===== src/rtl/wb_sequencer.sv =====
// Write-back sequencer: arbitrates ALU results and load returns onto a single
// register-file write port, splitting MUL results into low/high writes.
module wb_sequencer #(
  parameter int DATA_W = 16,
  parameter int RA_W   = 4
) (
  input  logic                  clk,
  input  logic                  rst_n,
  input  logic                  alu_valid,
  output logic                  alu_ready,
  input  logic [5:0]            alu_op,
  input  logic [2*DATA_W-1:0]   alu_result,
  input  logic [RA_W-1:0]       alu_rdst1,
  input  logic [RA_W-1:0]       alu_rdst2,
  input  logic                  ld_valid,
  output logic                  ld_ready,
  input  logic [DATA_W-1:0]     ld_data,
  input  logic [RA_W-1:0]       ld_rdst,
  output logic                  rf_we,
  output logic [RA_W-1:0]       rf_waddr,
  output logic [DATA_W-1:0]     rf_wdata,
  output logic                  busy,
  output logic                  op_err,
  output logic [15:0]           wb_count
);

  typedef enum logic [1:0] {IDLE, WR_SINGLE, WR_LO, WR_HI} state_t;

  state_t              state_q;
  logic                ld_prio_q;
  logic [RA_W-1:0]     hi_addr_q;
  logic [DATA_W-1:0]   hi_data_q;
  logic                rf_we_q;
  logic [RA_W-1:0]     rf_waddr_q;
  logic [DATA_W-1:0]   rf_wdata_q;
  logic                op_err_q;
  logic [15:0]         wb_count_q;

  logic ld_grant, alu_grant;
  logic op_single, op_mul, op_illegal;

  // Grants are gated by rst_n so every output reads 0 while reset is held.
  always_comb begin
    ld_grant  = 1'b0;
    alu_grant = 1'b0;
    if (rst_n && state_q == IDLE) begin
      if (ld_valid && (!alu_valid || ld_prio_q))
        ld_grant = 1'b1;
      else if (alu_valid)
        alu_grant = 1'b1;
    end
  end

  always_comb begin
    op_single  = (alu_op <= 6'd1) ||
                 (alu_op >= 6'd4 && alu_op <= 6'd16 && alu_op != 6'd7);
    op_mul     = (alu_op == 6'd7);
    op_illegal = (alu_op > 6'd16);
  end

  always_ff @(posedge clk or negedge rst_n) begin
    if (!rst_n) begin
      state_q    <= IDLE;
      ld_prio_q  <= 1'b1;
      hi_addr_q  <= '0;
      hi_data_q  <= '0;
      rf_we_q    <= 1'b0;
      rf_waddr_q <= '0;
      rf_wdata_q <= '0;
      op_err_q   <= 1'b0;
      wb_count_q <= '0;
    end else begin
      rf_we_q    <= 1'b0;
      rf_waddr_q <= '0;
      rf_wdata_q <= '0;
      op_err_q   <= alu_grant && op_illegal;
      wb_count_q <= wb_count_q + 16'(rf_we_q);
      if (ld_grant || alu_grant)
        ld_prio_q <= alu_grant;

      case (state_q)
        IDLE: begin
          if (ld_grant) begin
            state_q    <= WR_SINGLE;
            rf_we_q    <= 1'b1;
            rf_waddr_q <= ld_rdst;
            rf_wdata_q <= ld_data;
          end else if (alu_grant && (op_single || op_mul)) begin
            state_q    <= op_mul ? WR_LO : WR_SINGLE;
            rf_we_q    <= 1'b1;
            rf_waddr_q <= alu_rdst1;
            rf_wdata_q <= alu_result[DATA_W-1:0];
            hi_addr_q  <= alu_rdst2;
            hi_data_q  <= alu_result[2*DATA_W-1:DATA_W];
          end
        end
        WR_SINGLE: state_q <= IDLE;
        WR_LO: begin
          state_q    <= WR_HI;
          rf_we_q    <= 1'b1;
          rf_waddr_q <= hi_addr_q;
          rf_wdata_q <= hi_data_q;
        end
        WR_HI: state_q <= IDLE;
        default: state_q <= IDLE;
      endcase
    end
  end

  assign alu_ready = alu_grant;
  assign ld_ready  = ld_grant;
  assign busy      = (state_q != IDLE);
  assign rf_we     = rf_we_q;
  assign rf_waddr  = rf_waddr_q;
  assign rf_wdata  = rf_wdata_q;
  assign op_err    = op_err_q;
  assign wb_count  = wb_count_q;

endmodule


===== config.mk =====
export PLATFORM = sky130hd
export DESIGN_NAME = wb_sequencer
export DESIGN_NICKNAME = d
export VERILOG_FILES = /design/src/rtl/wb_sequencer.sv
export SDC_FILE = /design/constraint.sdc
export NUM_CORES = 1
export LEC_CHECK = 0
export ABC_AREA = 0
export BUFFER_PORTS_ARGS = -buffer_cell sky130_fd_sc_hd__buf_2
export CAP_MARGIN = 10
export CORE_MARGIN = 5
export CORE_UTILIZATION = 47
export CTS_CLUSTER_DIAMETER = 40
export CTS_CLUSTER_SIZE = 25
export DETAILED_ROUTE_END_ITERATION = 7
export GPL_TIMING_DRIVEN = 0
export PLACE_DENSITY_LB_ADDON = 0.1
export REMOVE_ABC_BUFFERS = 1
export SETUP_SLACK_MARGIN = 0.02
export SLEW_MARGIN = 20
export SYNTH_ARGS = -nofsm -noshare
export SYNTH_HDL_FRONTEND = slang
export SYNTH_SLANG_ARGS = --single-unit
export TNS_END_PERCENT = 100

===== constraint.sdc =====
create_clock -name clk -period 2 [get_ports clk]
set_input_delay 0.4 -clock clk [delete_from_list [all_inputs] [get_ports clk]]
set_output_delay 0.4 -clock clk [all_outputs]
set_load 0.05 [all_outputs]

==> run_results.csv, run 1 <==
group,metric,value,unit
drt,wl_per_cell,16.5,um
die,die_x,84.9,um
place,postPlaceCellArea,3270,um^2
worst_setup_path,r2r_cells,5,
power,ir_drop,0.717,mV
logic_synthesis,yosysTopAreaCell,"dfrtp_1",
logic_synthesis,post-synth-top-area-fraction,0.570,
global_routing,antenna_found_initial,0,
timing,rsz0062_at_grt,"yes",
logic_synthesis,ys_seq_area_frac,0.580,
logic_synthesis,synth_cell_types,38,
place,gp_congestion,0.777,
clock_network,cts_buffers,9,
cells_and_area,final_area,3580,um^2
global_routing,first_global_vias,2025,
drt,routed_wl,6460,um
timing,hold_violations,0,
global_routing,grt_overflow,0,
run_status,run_status,"finished, final reports clean",
logic_synthesis,avgSynthCellArea,13.6,um^2
die,die_y,84.9,um
timing,tightest_slew,0.883,ns
clock_network,cts_tree,"done",
timing,fin_ws,0.0639,ns
global_routing,grt_max_degree,42,
clock_network,htree_num_levels,3,
clock_network,clk_pin_slew,0.06,ns
cells_and_area,final_nets,387,
timing,worst_clock_skew,0.00616,ns
logic_synthesis,synthArstFlopShare,1.00,
clock_network,cts_buffer_depth,2,
min_path,hp-class,"in -> async",
cells_and_area,area_growth,36.1,%
die,rows,27,
worst_setup_path,r2r_start,"state_q[1]$_DFFE_PN0P_",
die,start_util,0.481,
drt,via_per_inst,5.13,
timing,min_period_over_period,0.968,
global_routing,grt_pass1_wl,10100,um
worst_setup_path,crit_fanout,5,
place,dp_hpwl,4230,um
logic_synthesis,yosysWarnings,0,
die,coreArea,5470,um^2
worst_setup_path,crit_path_end_kind,"output pin",
power,power_leakage,0.00204,uW
clock_network,insertion_delay,0.33,ns
cells_and_area,multi_input_area,1080,um^2
timing,setup_viol,0,
clock_network,clkSinkCount,61,
global_routing,grtUsageTotal,0.179,
logic_synthesis,synth_area,2630,um^2
cells_and_area,fillCellCount,457,
logic_synthesis,ys_ff_latch,61,
cells_and_area,n_antenna_cell,0,
timing,drv_slew,0,
logic_synthesis,synth_ff_type,"dfrtp_1",
drt,dr_total_vias,2012,
die,die_area,7200,um^2
timing,fmax,517,MHz
cells_and_area,final_common_cell,"buf_2",
drt,dr.pass1.iters,4,
logic_synthesis,netlist_instances,194,
drt,drtIter0Drc,52,
logic_synthesis,yosys-top-cells-area,"dfrtp_1, a22o_1, a21o_1",
run,maxCapViolations,0,
place,port-buffer-count,110,
worst_setup_path,crit_path_start_kind,"flip-flop",
worst_setup_path,r2r_setup_slack,0.08,ns
logic_synthesis,synth_edf_count,0,
place,post-place-ws,-0.399,ns
cells_and_area,final_cell_mix,"buf_2, dfrtp_1, a21o_1",
worst_setup_path,r2r-end,"hi_data_q[12]$_DFFE_PN0P_",
drt,ant_nets,0,
worst_setup_path,path_class,"reg -> out",
die,io_pins,111,
power,powerDensity,1070,nW/um^2
worst_setup_path,critical_path_arrival,1.54,ns
cells_and_area,regArea,1530,um^2
timing,min_period,1.94,ns
drt,drc_errors,0,
worst_setup_path,cp.required,1.60,ns
clock_network,cts-root-buf,"clkbuf_8",
timing,relSlewSlack,0.409,
cells_and_area,drive_above_1_share,0.488,
through the flow:
stage / total power (uW) / cells / hold slack, ns / utilization / setup TNS [ns]
2_1_floorplan: 2290 / 185 / 0.104 / - / -30.44
3_3_place_gp: 2550 / 367 / 0.455 / 0.584 / -88.14
3_5_place_dp: 2580 / 370 / 0.315 / 0.597 / -6.12
4_1_cts: 3840 / 389 / 0.0732 / 0.648 / 0
5_1_grt: 4020 / 392 / 0.0700 / 0.655 / 0
6_report: 3820 / 392 / 0.0843 / 0.655 / 0
layout make-up:
class | count | share of cell area
Tap cell | 72 | 0.0251
Timing Repair Buffer | 117 | 0.182
Inverter | 3 | 0.00314
Clock buffer | 12 | 0.0433
Clock inverter | 4 | 0.0195
Sequential cell | 61 | 0.427
Multi-Input combinational cell | 123 | 0.300
synthesized netlist by cell type (2+ instances only):
library cell	count
dfrtp_1	60
xnor2_1	6
mux2_1	7
a21o_1	21
nor2_1	7
nand4_1	2
clkbuf_1	3
nand2_1	6
nor2b_1	2
xor2_1	8
inv_1	3
a22o_1	20
nand3_1	8
buf_4	2
mux2_4	10
mux2_2	3
nor3_1	4
ha_1	2
cells by family (layout without fill, tap and decap cells):
logic type / after synthesis / count (layout) / share of synthesized area
buffers and inverters: 12 / 136 / 0.0337
adders and majority gates: 2 / 2 / 0.00950
xor gates and xnor gates: 14 / 14 / 0.0466
DFF: 61 / 61 / 0.580
AOI/OAI and AO/OA: 49 / 50 / 0.152
and+or+nand+nor: 36 / 37 / 0.0779
muxes: 20 / 20 / 0.0998
worst max-delay path, cell delays in order (launching register included):
cell and delay [ns]:
dfrtp_1 0.45, nand4bb_4 0.26, a21oi_2 0.24, buf_4 0.25
report_power, final:
group	switching (uW)	internal, uW	total [uW]
clock network	464	766	1230
registers	186	1500	1690
logic	544	365	909
total	1190	2630	3820
state kept, by name (all words and copies together), names as in the netlist:
signal / count
hi_data_q: 16
wb_count: 16
op_err: 1
rf_waddr: 4
rf_we: 1
state_q: 2
ld_prio_q: 1
hi_addr_q: 4
rf_wdata: 16
metal layers:
layer / vias to the layer above / part of all wire / track usage
met5: - / 0 / 0
met4: 0 / 0.017 / 0.0734
met3: 10 / 0.095 / 0.0718
met1: 962 / 0.44 / 0.241
met2: 78 / 0.44 / 0.259
li1: 962 / - / -
timing repair:
action,in CTS,in global routing
gates resized for setup,6,3
pin swaps,2,1
cloned,1,1
setup endpoints to repair,13,6
hold endpoints to repair,19,0
hold buffers,1,0
buffers inserted,1,2
how the worst max path moves through the flow:
stage,from,to,slack [ns],cells past startpoint
6_report,state_q[1]$_DFFE_PN0P_,alu_ready,0.06,3
5_1_grt,state_q[1]$_DFFE_PN0P_,ld_ready,0.004,3
4_1_cts,state_q[1]$_DFFE_PN0P_,hi_data_q[10]$_DFFE_PN0P_,0.04,5
3_5_place_dp,rst_n,ld_ready,-0.40,3
3_3_place_gp,rst_n,hi_data_q[10]$_DFFE_PN0P_,-2.15,5
2_1_floorplan,state_q[0]$_DFFE_PN0P_,hi_data_q[10]$_DFFE_PN0P_,-0.86,4
Note: power is estimated with default switching activity, not from simulation.
==> inputs of run 2 (changes only) <==
==> constraint.sdc (replaced) <==
create_clock -name clk -period 1.8 [get_ports clk]
set_input_delay 0.36 -clock clk [delete_from_list [all_inputs] [get_ports clk]]
set_output_delay 0.36 -clock clk [all_outputs]
set_load 0.05 [all_outputs]
==> run 2 against run 1 <==
Effect of this change:
- flip-flop and latch count unchanged
- non-clock buffer count up 7
- sequential power up 11%
- design area up 3.1%
- setup slack worse by 0.015 ns
- combinational power up 16%
- global-route usage up 1.4 points
- via count up 1.6%
- sequential share of layout area down 1.3 points
- largest power group unchanged
- highest routed layer unchanged
==> run_results.csv, run 2 (synthesis results as in run 1) <==
group,metric,value,unit
run_status,run_status,"finished, final reports clean",
worst_setup_path,slowest_stage,"dfrtp_2",
timing,tightest_slew,0.868,ns
cells_and_area,multi_input_area,1090,um^2
worst_setup_path,max_stage_delay,0.47,ns
timing,rsz0062_at_grt,"yes",
drt,via_per_inst,5.13,
timing,relSlewSlack,0.419,
worst_setup_path,crit_chain,"nor2_4 > o2111a_2 > buf_6",
clock_network,htree_num_levels,3,
drt,drc_errors,0,
worst_setup_path,crit_start,"state_q[1]$_DFFE_PN0P_",
cells_and_area,final_cell_mix,"buf_2, dfrtp_1, a21o_1",
worst_setup_path,path_class,"reg -> out",
cells_and_area,drive_above_1_share,0.502,
clock_network,insertion_delay,0.33,ns
drt,wl_per_cell,16.7,um
global_routing,first_global_vias,2091,
die,start_util,0.481,
clock_network,cts_buffers,9,
clock_network,cts_tree,"done",
drt,ant_nets,0,
die,die_x,84.9,um
worst_setup_path,critical_path_arrival,1.39,ns
cells_and_area,final_nets,394,
cells_and_area,final_cells,399,
worst_setup_path,crit_path_end_kind,"output pin",
die,coreArea,5470,um^2
die,die_area,7200,um^2
drt,dr_total_vias,2045,
place,dp_cells,370,
cells_and_area,area_growth,40.3,%
power,power_leakage,0.00209,uW
timing,setup_viol,0,
cells_and_area,fillCellCount,447,
die,io_pins,111,
power,ir_drop,0.796,mV
timing,min_period,1.75,ns
cells_and_area,regArea,1530,um^2
drt,drtIter0Drc,81,
power,powerDensity,1160,nW/um^2
run,maxCapViolations,0,
cells_and_area,final_core_util,0.675,
drt,dr.pass1.iters,4,
cells_and_area,final_common_cell,"buf_2",
die,die_y,84.9,um
worst_setup_path,r2r_start,"state_q[1]$_DFFE_PN0P_",
worst_setup_path,crit_fanout,5,
clock_network,clk_pin_slew,0.06,ns
place,port-buffer-count,110,
cells_and_area,n_antenna_cell,0,
timing,fmax,571,MHz
global_routing,grt_pass1_wl,10700,um
worst_setup_path,cp.buffers_inverters,1,
timing,drv_slew,0,
clock_network,cts-root-buf,"clkbuf_8",
place,dp_hpwl,4230,um
global_routing,antenna_found_initial,0,
timing,hold_violations,0,
global_routing,grt_max_degree,42,
place,gp_congestion,0.777,
worst_setup_path,critPathTopFamily,"flip-flops",
global_routing,grtUsageTotal,0.193,
worst_setup_path,cp.required,1.44,ns
timing,worst_clock_skew,0.00528,ns
clock_network,clkSinkCount,61,
drt,routed_wl,6660,um
timing,min_period_over_period,0.973,
worst_setup_path,crit_path_start_kind,"flip-flop",
min_path,hp-class,"in -> async",
clock_network,cts_buffer_depth,2,
die,rows,27,
global_routing,grt_overflow,0,
## run 2: cell types whose count changed in the layout (fill, tap and decap cells not counted), sizes merged
cell / previous run / this run
buf: 116 / 122
bufbuf: 0 / 1
## run 2: stage by stage
step | area, um^2 | setup WS [ns] | hold slack (ns) | TNS [ns] | total power (uW)
floorplan | 2560 | -1.06 | 0.0644 | -39.04 | 2540
global placement | 3200 | -2.31 | 0.455 | -95.58 | 2830
detailed placement | 3270 | -0.519 | 0.275 | -13.10 | 2870
CTS | 3670 | 0.00995 | 0.0332 | 0 | 4310
global route | 3700 | 0.00763 | 0.0301 | 0 | 4510
finish | 3700 | 0.0489 | 0.0425 | 0 | 4290
## run 2: final timing paths
check,end,slack [ns],cells after the start
max,ld_ready,0.05,3
min,ld_prio_q$_DFFE_PN1P_,0.04,1
max reg2reg,hi_data_q[10]$_DFFE_PN0P_,0.06,5
min reg2reg,wb_count[15]$_DFF_PN0_,0.47,1
max in group asynchronous,state_q[1]$_DFFE_PN0P_,0.42,2
min in group clk,rf_wdata[12]$_DFF_PN0_,0.23,2
## run 2: report_power, final
group / switching, uW / internal, uW
Combinational: 616 / 435
Clock: 518 / 851
Sequential: 204 / 1670
Total: 1340 / 2950
## run 2: repair_timing
item	CTS	global route
endpoints found under the hold margin	19	0
resized for setup	13	0
gates cloned	3	0
pin swaps	1	0
setup endpoints to repair	45	33
setup buffers	5	4
hold buffers	1	0
## run 2: metal layers
layer  GRT usage  routed length (um)  vias up
met2       0.287                3000       76
li1            -                   -      977
met5           0                   0        -
met3      0.0699                 629        8
met4      0.0734                 114        0
met1       0.261                2910      984
## run 2: cell type report
type,instances,share of cell area
timing repair buffer,124,0.203
clock inverter,4,0.0190
inverter,3,0.00305
tap,72,0.0244
clock buffer,12,0.0420
multi-input combinational,123,0.295
sequential,61,0.414
==> inputs of run 3 (changes only) <==
--- a/config.mk
+++ b/config.mk
@@ -9,7 +9,7 @@
 export BUFFER_PORTS_ARGS = -buffer_cell sky130_fd_sc_hd__buf_2
 export CAP_MARGIN = 10
 export CORE_MARGIN = 5
-export CORE_UTILIZATION = 47
+export CORE_UTILIZATION = 43
 export CTS_CLUSTER_DIAMETER = 40
 export CTS_CLUSTER_SIZE = 25
 export DETAILED_ROUTE_END_ITERATION = 7
==> constraint.sdc (replaced) <==
create_clock -name clk -period 1.6 [get_ports clk]
set_input_delay 0.32 -clock clk [delete_from_list [all_inputs] [get_ports clk]]
set_output_delay 0.32 -clock clk [all_outputs]
set_load 0.05 [all_outputs]
==> run 3 against run 2 <==
Effect of this change:
- the run now ends with negative hold slack, negative setup slack left
- critical path depth rose by 1
- wire length rose by 4.6%
- combinational power rose by 22%
- global-route usage is 0.88 points lower
- register-to-register slack worse by 0.21 ns
- critical endpoint is now alu_ready
- largest power group unchanged
- highest routed layer unchanged
==> run_results.csv, run 3 (synthesis results as in run 1) <==
group,metric,value,unit
timing,tightest_slew,0.467,ns
drt,dr.pass1.iters,4,
run_status,violations,"negative hold slack, negative setup slack",
timing,min_period_over_period,1.10,
die,die_y,88.3,um
timing,rsz0062_at_grt,"yes",
place,gp_congestion,0.804,
drt,dr_total_vias,2060,
drt,via_per_inst,5.09,
run_status,run_status,"finished, violations left",
worst_setup_path,max_stage_delay,0.44,ns
timing,fin_ws,-0.165,ns
global_routing,grt_max_degree,58,
timing,drv_slew,0,
worst_setup_path,crit_path_start_kind,"flip-flop",
power,power_leakage,0.00212,uW
die,die_x,88.3,um
global_routing,grtUsageTotal,0.185,
cells_and_area,drive_above_1_share,0.533,
die,coreArea,5960,um^2
clock_network,cts_buffer_depth,2,
clock_network,clk_pin_slew,0.07,ns
cells_and_area,final_common_cell,"buf_2",
drt,drc_errors,0,
power,ir_drop,0.836,mV
cells_and_area,final_nets,398,
place,dp_hpwl,4340,um
timing,setup_viol,39,
cells_and_area,final_cells,405,
place,dp_cells,373,
global_routing,antenna_found_initial,0,
run,maxCapViolations,0,
worst_setup_path,path_class,"reg -> out",
cells_and_area,area_growth,43.3,%
clock_network,clkSinkCount,61,
die,rows,28,
min_path,hp-class,"in -> async",
timing,fmax,567,MHz
clock_network,cts_buffers,9,
die,start_util,0.442,
timing,hold_slack,-0.0267,ns
global_routing,first_global_vias,2196,
timing,relSlewSlack,0.689,
die,die_area,7790,um^2
cells_and_area,final_core_util,0.634,
drt,ant_nets,0,
worst_setup_path,slowest_stage,"dfrtp_2",
place,post-place-ws,-0.840,ns
drt,drtIter0Drc,94,
clock_network,cts-root-buf,"clkbuf_8",
worst_setup_path,cp.required,1.28,ns
place,port-buffer-count,110,
cells_and_area,n_antenna_cell,0,
cells_and_area,final_cell_mix,"buf_2, dfrtp_1, a21o_1",
cells_and_area,fillCellCount,502,
timing,worst_clock_skew,0.0103,ns
timing,finalSetupTns,-4.11,ns
drt,wl_per_cell,17.2,um
power,powerDensity,1220,nW/um^2
clock_network,htree_num_levels,3,
drt,routed_wl,6970,um
timing,hold_violations,13,
timing,min_period,1.76,ns
global_routing,grt_pass1_wl,10800,um
worst_setup_path,critical_path_arrival,1.44,ns
global_routing,grt_overflow,0,
worst_setup_path,crit_fanout,4,
die,io_pins,111,
clock_network,cts_tree,"done",
worst_setup_path,crit_chain,"nand4bb_4 > a21oi_2 > buf_4 > buf_8",
clock_network,insertion_delay,0.33,ns
worst_setup_path,crit_path_end_kind,"output pin",
==> run 3: stage by stage <==
stage	cell area (um^2)	hold slack, ns	power, uW
after floorplan	2560	0.0244	2860
after global placement	3200	0.452	3190
after detailed placement	3270	0.162	3230
after CTS	3710	-0.0238	4640
after global routing	3770	0.000922	4850
final	3770	-0.0267	4620
==> run 3: path summary, 6_finish.rpt <==
| kind | from | to | slack (ns) | cells after the start |
|---|---|---|---|---|
| setup / recovery | state_q[0]$_DFFE_PN0P_ | alu_ready | -0.16 | 4 |
| hold / removal | rst_n | wb_count[5]$_DFF_PN0_ | -0.03 | 2 |
| setup reg to reg | state_q[0]$_DFFE_PN0P_ | hi_data_q[2]$_DFFE_PN0P_ | -0.15 | 5 |
| hold reg to reg | wb_count[15]$_DFF_PN0_ | wb_count[15]$_DFF_PN0_ | 0.47 | 1 |
| max in group asynchronous | rst_n | wb_count[11]$_DFF_PN0_ | 0.87 | 2 |
| min in group clk | alu_result[4] | rf_wdata[4]$_DFF_PN0_ | 0.19 | 2 |
==> run 3: area by class of cell <==
type | count | area (um^2) | area share
inverters | 3 | 11.3 | 0.00298
well taps | 75 | 93.8 | 0.0249
flip-flops and latches | 61 | 1530 | 0.405
multi-input cells | 122 | 1130 | 0.300
repair buffers | 129 | 831 | 0.220
clock inverters | 1 | 5.00 | 0.00133
clock buffers | 14 | 173 | 0.0457
==> run 3: critical path, delay by kind of cell, from the launching register on <==
family / cells / cell delay (ns)
AOI/OAI and AO/OA: 1 / 0.16
DFF: 1 / 0.44
and+or+nand+nor: 1 / 0.24
buffers and inverters: 2 / 0.28
==> run 3: routing by layer <==
layer | vias to the layer above | global-route usage | wire (um)
met4 | 0 | 0.0714 | 89
met2 | 73 | 0.317 | 3550
met1 | 1001 | 0.220 | 2820
met5 | - | 0 | 0
li1 | 978 | - | -
met3 | 8 | 0.0512 | 507
==> run 3: what timing repair did <==
item	in CTS	in global routing
hold buffers	1	0
resized for setup	28	12
endpoints found under the hold margin	8	0
buffers inserted	9	5
gates cloned	4	1
pin swaps	16	6
setup endpoints to repair	45	47
==> run 3: power by group <==
part           internal (uW)  switching, uW  leakage [uW]
logic                    574            704       0.00124
registers               1880            236      0.000792
clock network            680            552     0.0000926
total                   3130           1490       0.00212
